<file path="src/rtl/tt_scan_pkg.sv">
// Shared types and default constants for the truth-table scanner.
//   tt_state_t     : scanner FSM states
//   TT_N_VARS_DEF  : default number of function inputs
//   TT_SETTLE_DEF  : default settle cycles per vector
package tt_scan_pkg;

    localparam int unsigned TT_N_VARS_DEF = 12;
    localparam int unsigned TT_SETTLE_DEF = 1;

    typedef enum logic [1:0] {
        IDLE   = 2'd0,
        SETTLE = 2'd1,
        EMIT   = 2'd2,
        DONE   = 2'd3
    } tt_state_t;

endpackage

</file>
<file path="src/rtl/tt_settle_timer.sv">
// Loadable down-counter that times how long each vector is held.
//   clk, rst_n : clock, asynchronous active-low reset
//   load       : reload with SETTLE_CYCLES-1 (has priority over en)
//   en         : decrement while nonzero
//   zero       : counter has reached 0 (decoded from the count register)
module tt_settle_timer
    import tt_scan_pkg::*;
#(
    parameter int unsigned SETTLE_CYCLES = TT_SETTLE_DEF
) (
    input  logic clk,
    input  logic rst_n,
    input  logic load,
    input  logic en,
    output logic zero
);

    localparam int unsigned W = $clog2(SETTLE_CYCLES) + 1;
    localparam logic [W-1:0] RELOAD = W'(SETTLE_CYCLES - 1);

    logic [W-1:0] count;

    // Down-counter; holds at zero until reloaded.
    always_ff @(posedge clk or negedge rst_n) begin
        if (!rst_n) begin
            count <= '0;
        end else if (load) begin
            count <= RELOAD;
        end else if (en && (count != '0)) begin
            count <= count - W'(1);
        end
    end

    assign zero = (count == '0);

endmodule

</file>
<file path="src/rtl/truth_table_scanner.sv">
// Sweeps all input vectors of an N_VARS-input combinational function, samples
// its response after SETTLE_CYCLES, and streams the true vectors (minterms)
// out over a valid/ready interface in ascending order.
//   clk, rst_n    : clock, asynchronous active-low reset
//   start         : begin a scan (accepted in IDLE only)
//   busy, done    : scan in progress / one-cycle completion pulse
//   func_in       : vector driven to the function under evaluation
//   func_out      : function response to func_in
//   m_valid, m_ready, m_index : minterm stream
//   minterm_count : minterms emitted in the current or last scan
module truth_table_scanner
    import tt_scan_pkg::*;
#(
    parameter int unsigned N_VARS        = TT_N_VARS_DEF,
    parameter int unsigned SETTLE_CYCLES = TT_SETTLE_DEF
) (
    input  logic              clk,
    input  logic              rst_n,
    input  logic              start,
    output logic              busy,
    output logic              done,
    output logic [N_VARS-1:0] func_in,
    input  logic              func_out,
    output logic              m_valid,
    input  logic              m_ready,
    output logic [N_VARS-1:0] m_index,
    output logic [N_VARS:0]   minterm_count
);

    localparam int unsigned CW = N_VARS + 1;

    tt_state_t state;
    tt_state_t state_next;

    logic zero;
    logic last;
    logic accept;
    logic handshake;
    logic advance;
    logic timer_load;
    logic timer_en;
    logic busy_d;
    logic done_d;
    logic m_valid_d;

    assign last = &func_in;

    tt_settle_timer #(
        .SETTLE_CYCLES(SETTLE_CYCLES)
    ) u_timer (
        .clk  (clk),
        .rst_n(rst_n),
        .load (timer_load),
        .en   (timer_en),
        .zero (zero)
    );

    // State register.
    always_ff @(posedge clk or negedge rst_n) begin
        if (!rst_n) begin
            state <= IDLE;
        end else begin
            state <= state_next;
        end
    end

    // Next-state logic.
    always_comb begin
        state_next = state;
        case (state)
            IDLE: begin
                if (start) state_next = SETTLE;
            end
            SETTLE: begin
                if (zero) begin
                    if (func_out)  state_next = EMIT;
                    else if (last) state_next = DONE;
                end
            end
            EMIT: begin
                if (m_ready) state_next = last ? DONE : SETTLE;
            end
            DONE: begin
                state_next = IDLE;
            end
            default: begin
                state_next = IDLE;
            end
        endcase
    end

    // Control strobes and next values of the registered status outputs.
    always_comb begin
        accept     = (state == IDLE) && start;
        handshake  = (state == EMIT) && m_ready;
        // Step to the next vector after a rejected sample or an accepted minterm,
        // unless the all-ones vector was just finished.
        advance    = ((state == SETTLE) && zero && !func_out && !last) ||
                     (handshake && !last);
        timer_load = accept || advance;
        timer_en   = (state == SETTLE) && !zero;
        busy_d     = (state_next != IDLE);
        done_d     = (state_next == DONE);
        m_valid_d  = (state_next == EMIT);
    end

    // Registered status outputs.
    always_ff @(posedge clk or negedge rst_n) begin
        if (!rst_n) begin
            busy    <= 1'b0;
            done    <= 1'b0;
            m_valid <= 1'b0;
        end else begin
            busy    <= busy_d;
            done    <= done_d;
            m_valid <= m_valid_d;
        end
    end

    // Vector register and minterm counter.
    always_ff @(posedge clk or negedge rst_n) begin
        if (!rst_n) begin
            func_in       <= '0;
            minterm_count <= '0;
        end else begin
            if (accept) begin
                func_in <= '0;
            end else if (advance) begin
                func_in <= func_in + N_VARS'(1);
            end

            if (accept) begin
                minterm_count <= '0;
            end else if (handshake) begin
                minterm_count <= minterm_count + CW'(1);
            end
        end
    end

    // The presented index is the vector that produced it.
    assign m_index = func_in;

endmodule

</file>
<file path="config.mk">
export PLATFORM = sky130hd
export DESIGN_NAME = truth_table_scanner
export DESIGN_NICKNAME = d
export VERILOG_FILES = /design/src/rtl/tt_scan_pkg.sv /design/src/rtl/tt_settle_timer.sv /design/src/rtl/truth_table_scanner.sv
export SDC_FILE = /design/constraint.sdc
export NUM_CORES = 1
export LEC_CHECK = 0
export CORE_MARGIN = 2
export CORE_UTILIZATION = 52
export DETAILED_ROUTE_END_ITERATION = 6
export PLACE_DENSITY = 0.93
export SLEW_MARGIN = 10
export SYNTH_ARGS = -nofsm -noshare
export SYNTH_HDL_FRONTEND = slang
export SYNTH_SLANG_ARGS = --single-unit
</file>
<file path="constraint.sdc">
create_clock -name clk -period 4.32 [get_ports clk]
set_clock_uncertainty 0.2 [all_clocks]
set_input_delay 0.432 -clock clk [delete_from_list [all_inputs] [get_ports clk]]
set_output_delay 0.432 -clock clk [all_outputs]
set_load 0.01 [all_outputs]
</file>
==> results.md <==
* Status: completed
* Crit-path leading delay family: simple AND/OR/NAND/NOR gates
* Final setup TNS at 0 ps
* Clk_lat worst skew at 330 ps
* Setup-failing EPs final at 0
* CTS clk-pin slew, worst paths at 90 ps
* CTS tree: yes
* First-pass DRT Iterations at 5
* I/O pin total at 45
* Synth-to-Final Area Change at 25.8%
* Tot Pwr at 837 µW
* Remaining DRCs at 0
* # port buffers at 44
* Drt total wl at approximately 3.2 mm
* Distinct cells, synth at 40
* Detail Placement HPWL at between 2 and 2.5 mm
* WS Path Type: register to register
* Placed cells at 242
* # Max-Cap Violations at 0
* Achievable frequency at 435 MHz
* Tmin final at ~2300 ps
* Worst path required time at 4380 ps
* Vias/cell at 5.39
* Die width at 61.0 µm
* Reg2Reg Setup Slack at around 2000 ps
* Root buffer cell: clkbuf_4
* Synth top cells by count: 31 x dfrtp_1, 21 x nand2_1, 15 x nor2_1
* Nets at 212
* Area share of the largest cell type after synthesis at 45.9%
* Slowest cell on the critical path: nor4_2
* WP data arrival at 2360 ps
* PnR worst setup slack at 2020 ps
* P per Cell Area at 394 nW/µm²
* R2R cell count at 5
* Count of hold-fix buffers inserted at cts at 0
* Row count at 20
* Max Used Layer: met4
* Initial antenna violation count at 0
* Grt total ovfl at 0
* Gr usage total at 19.7%
* Clk buf depth at 2
* Worst Tran Pin Value at 674 ps
* Hold Path Class: input port to asynchronous set/reset pin
* Most numerous cell in the Yosys netlist: dfrtp_1
* CP Launch Type: register
* WL/cell at around 13 µm
* Cts bufs inserted at 5
* Avg Inst Size Synth at 9.82 µm²
* First-pass GRT wire length at 5.29 mm
* Critical R2R Capture: done
* CP bufs+invs at 0
* Die Ht at 61.0 µm
* Yosys reg bits at 31
* Unrepaired setup endpoints after global routing: no
* Register area share after synthesis at 45.9%
* Peak supply drop at 0.000273 V
* Final non-filler cell total at between 200 and 250
* Max H-tree Level at 2
* Routability cong. at 0.817
* Post-CTS Setup Inserts at 0
* Layout cell share with drive strength beyond 1 at 6.34%
* Synth Flop Type: dfrtp_1
* Initial Util at between 50% and 60%
* Max_slew headroom at between 50 and 60%
* Initial DRC Count at 54
* Routed Antenna Nets at 0
* Synthesized cell area at 1690 µm²
* Pin count of the biggest net entering global routing at 32
* Worst Hold Margin at 278 ps
* WL met2 at 1.58 mm
* DIE AREA at 3720 µm²
* Synth Warn # at 0
* Crit. End Element: register
* Mapped Cells at between 150 and 200
* Via Count at ~1300
* Syn nets at 179
* Critical path peak fanout at 8
* Core area at about 3100 µm²
* RR Startpoint: func_in[0]
* Vias in the first global route at 1232
* Post-CTS Resized at 0
* Area leader, netlist: dfrtp_1
* Fin crit share at 53.2%
* Async set-reset flop share out of synthesis at 100%
* CP max stage delay at 640 ps
* Hold Vio Cnt, Final at 0
* Fin. max-slew vios at 0
* Synth top area cells: dfrtp_1 46%, mux2i_1 5.3%, buf_4 5.3%
* Diodes inserted at 0
* Cell Chain, Critical Path: ha_1, nand2_1, nor4_2, o21ai_0, a21boi_0
* Sink Count at 31
* LEAKAGE at 0.874 nW
* Setup WS pre-CTS at ~1700 ps
* Wl on met1 at 1.41 mm
* Routed wl met3 at ~180 µm
* EDFF count, synth at 0
==> layout make-up <==
class | count | area, µm²
sequential | 31 | 776
timing repair buffer | 45 | 448
fill | 251 | 953
tap | 44 | 55.1
multi-input combinational | 119 | 778
clock inverter | 1 | 5.00
inverter | 3 | 11.3
clock buffer | 6 | 51.3
==> where the power goes <==
| group | switching [mW] | internal (mW) |
|---|---|---|
| sequential | 0.0550 | 0.330 |
| clock | 0.0961 | 0.0752 |
| combinational | 0.140 | 0.140 |
==> flip-flops by register name (all words and copies together) (netlist names) <==
register and flops:
func_in 12, busy 1, state 2, u_timer.count 1, minterm_count 13, done 1, m_valid 1
==> layer usage <==
metal  track usage (%)  up-vias
met5                 0        -
met1              22.1      635
met3              5.54        8
li1                  -      663
met2              34.6       36
met4              9.32        0
==> worst max-delay path by stage <==
| stage | from | end | slack (ps) | cells after the start |
|---|---|---|---|---|
| global route | func_in[0] | done | 1840 | 5 |
| detailed placement | func_out | func_in[9] | 1680 | 5 |
| finish | func_in[0] | done | 2020 | 5 |
| global placement | func_out | func_in[9] | 1760 | 5 |
| floorplan | state[1] | func_in[6] | 2210 | 6 |
| CTS | func_in[0] | done | 2010 | 5 |
==> per-stage QoR <==
stage,utilization [%],area [µm²]
after floorplan,-,1690
after global placement,67.2,2070
after detailed placement,67.2,2070
after CTS,69.0,2120
after global routing,69.0,2120
final,69.0,2120
==> kinds of logic after synthesis <==
kind of cell / after synthesis / share of synthesized area, %
adder cells (fa/ha/maj): 2 / 1.48
XOR/XNOR: 10 / 5.18
AO/OA/AOI/OAI: 22 / 9.71
buffers and inverters: 22 / 8.00
multiplexers: 9 / 5.33
flip-flops: 31 / 45.9
AND/OR/NAND/NOR: 76 / 24.4
==> cell usage in the layout (no fill, tap or decap), types with 4 or more instances in the layout <==
cell / netlist / routed
nor3_1: 4 / 4
nand3_1: 6 / 6
xnor2_1: 4 / 4
a211oi_1: 4 / 4
mux2i_1: 9 / 9
o21ai_0: 4 / 4
nand2_1: 21 / 21
xor2_1: 6 / 6
dfrtp_1: 31 / 31
nor2_1: 15 / 15
a21oi_1: 4 / 4
clkbuf_4: 0 / 5
clkdlybuf4s50_1: 0 / 44
nand4_1: 7 / 7
No activity file was read; power rests on OpenSTA's default activity.
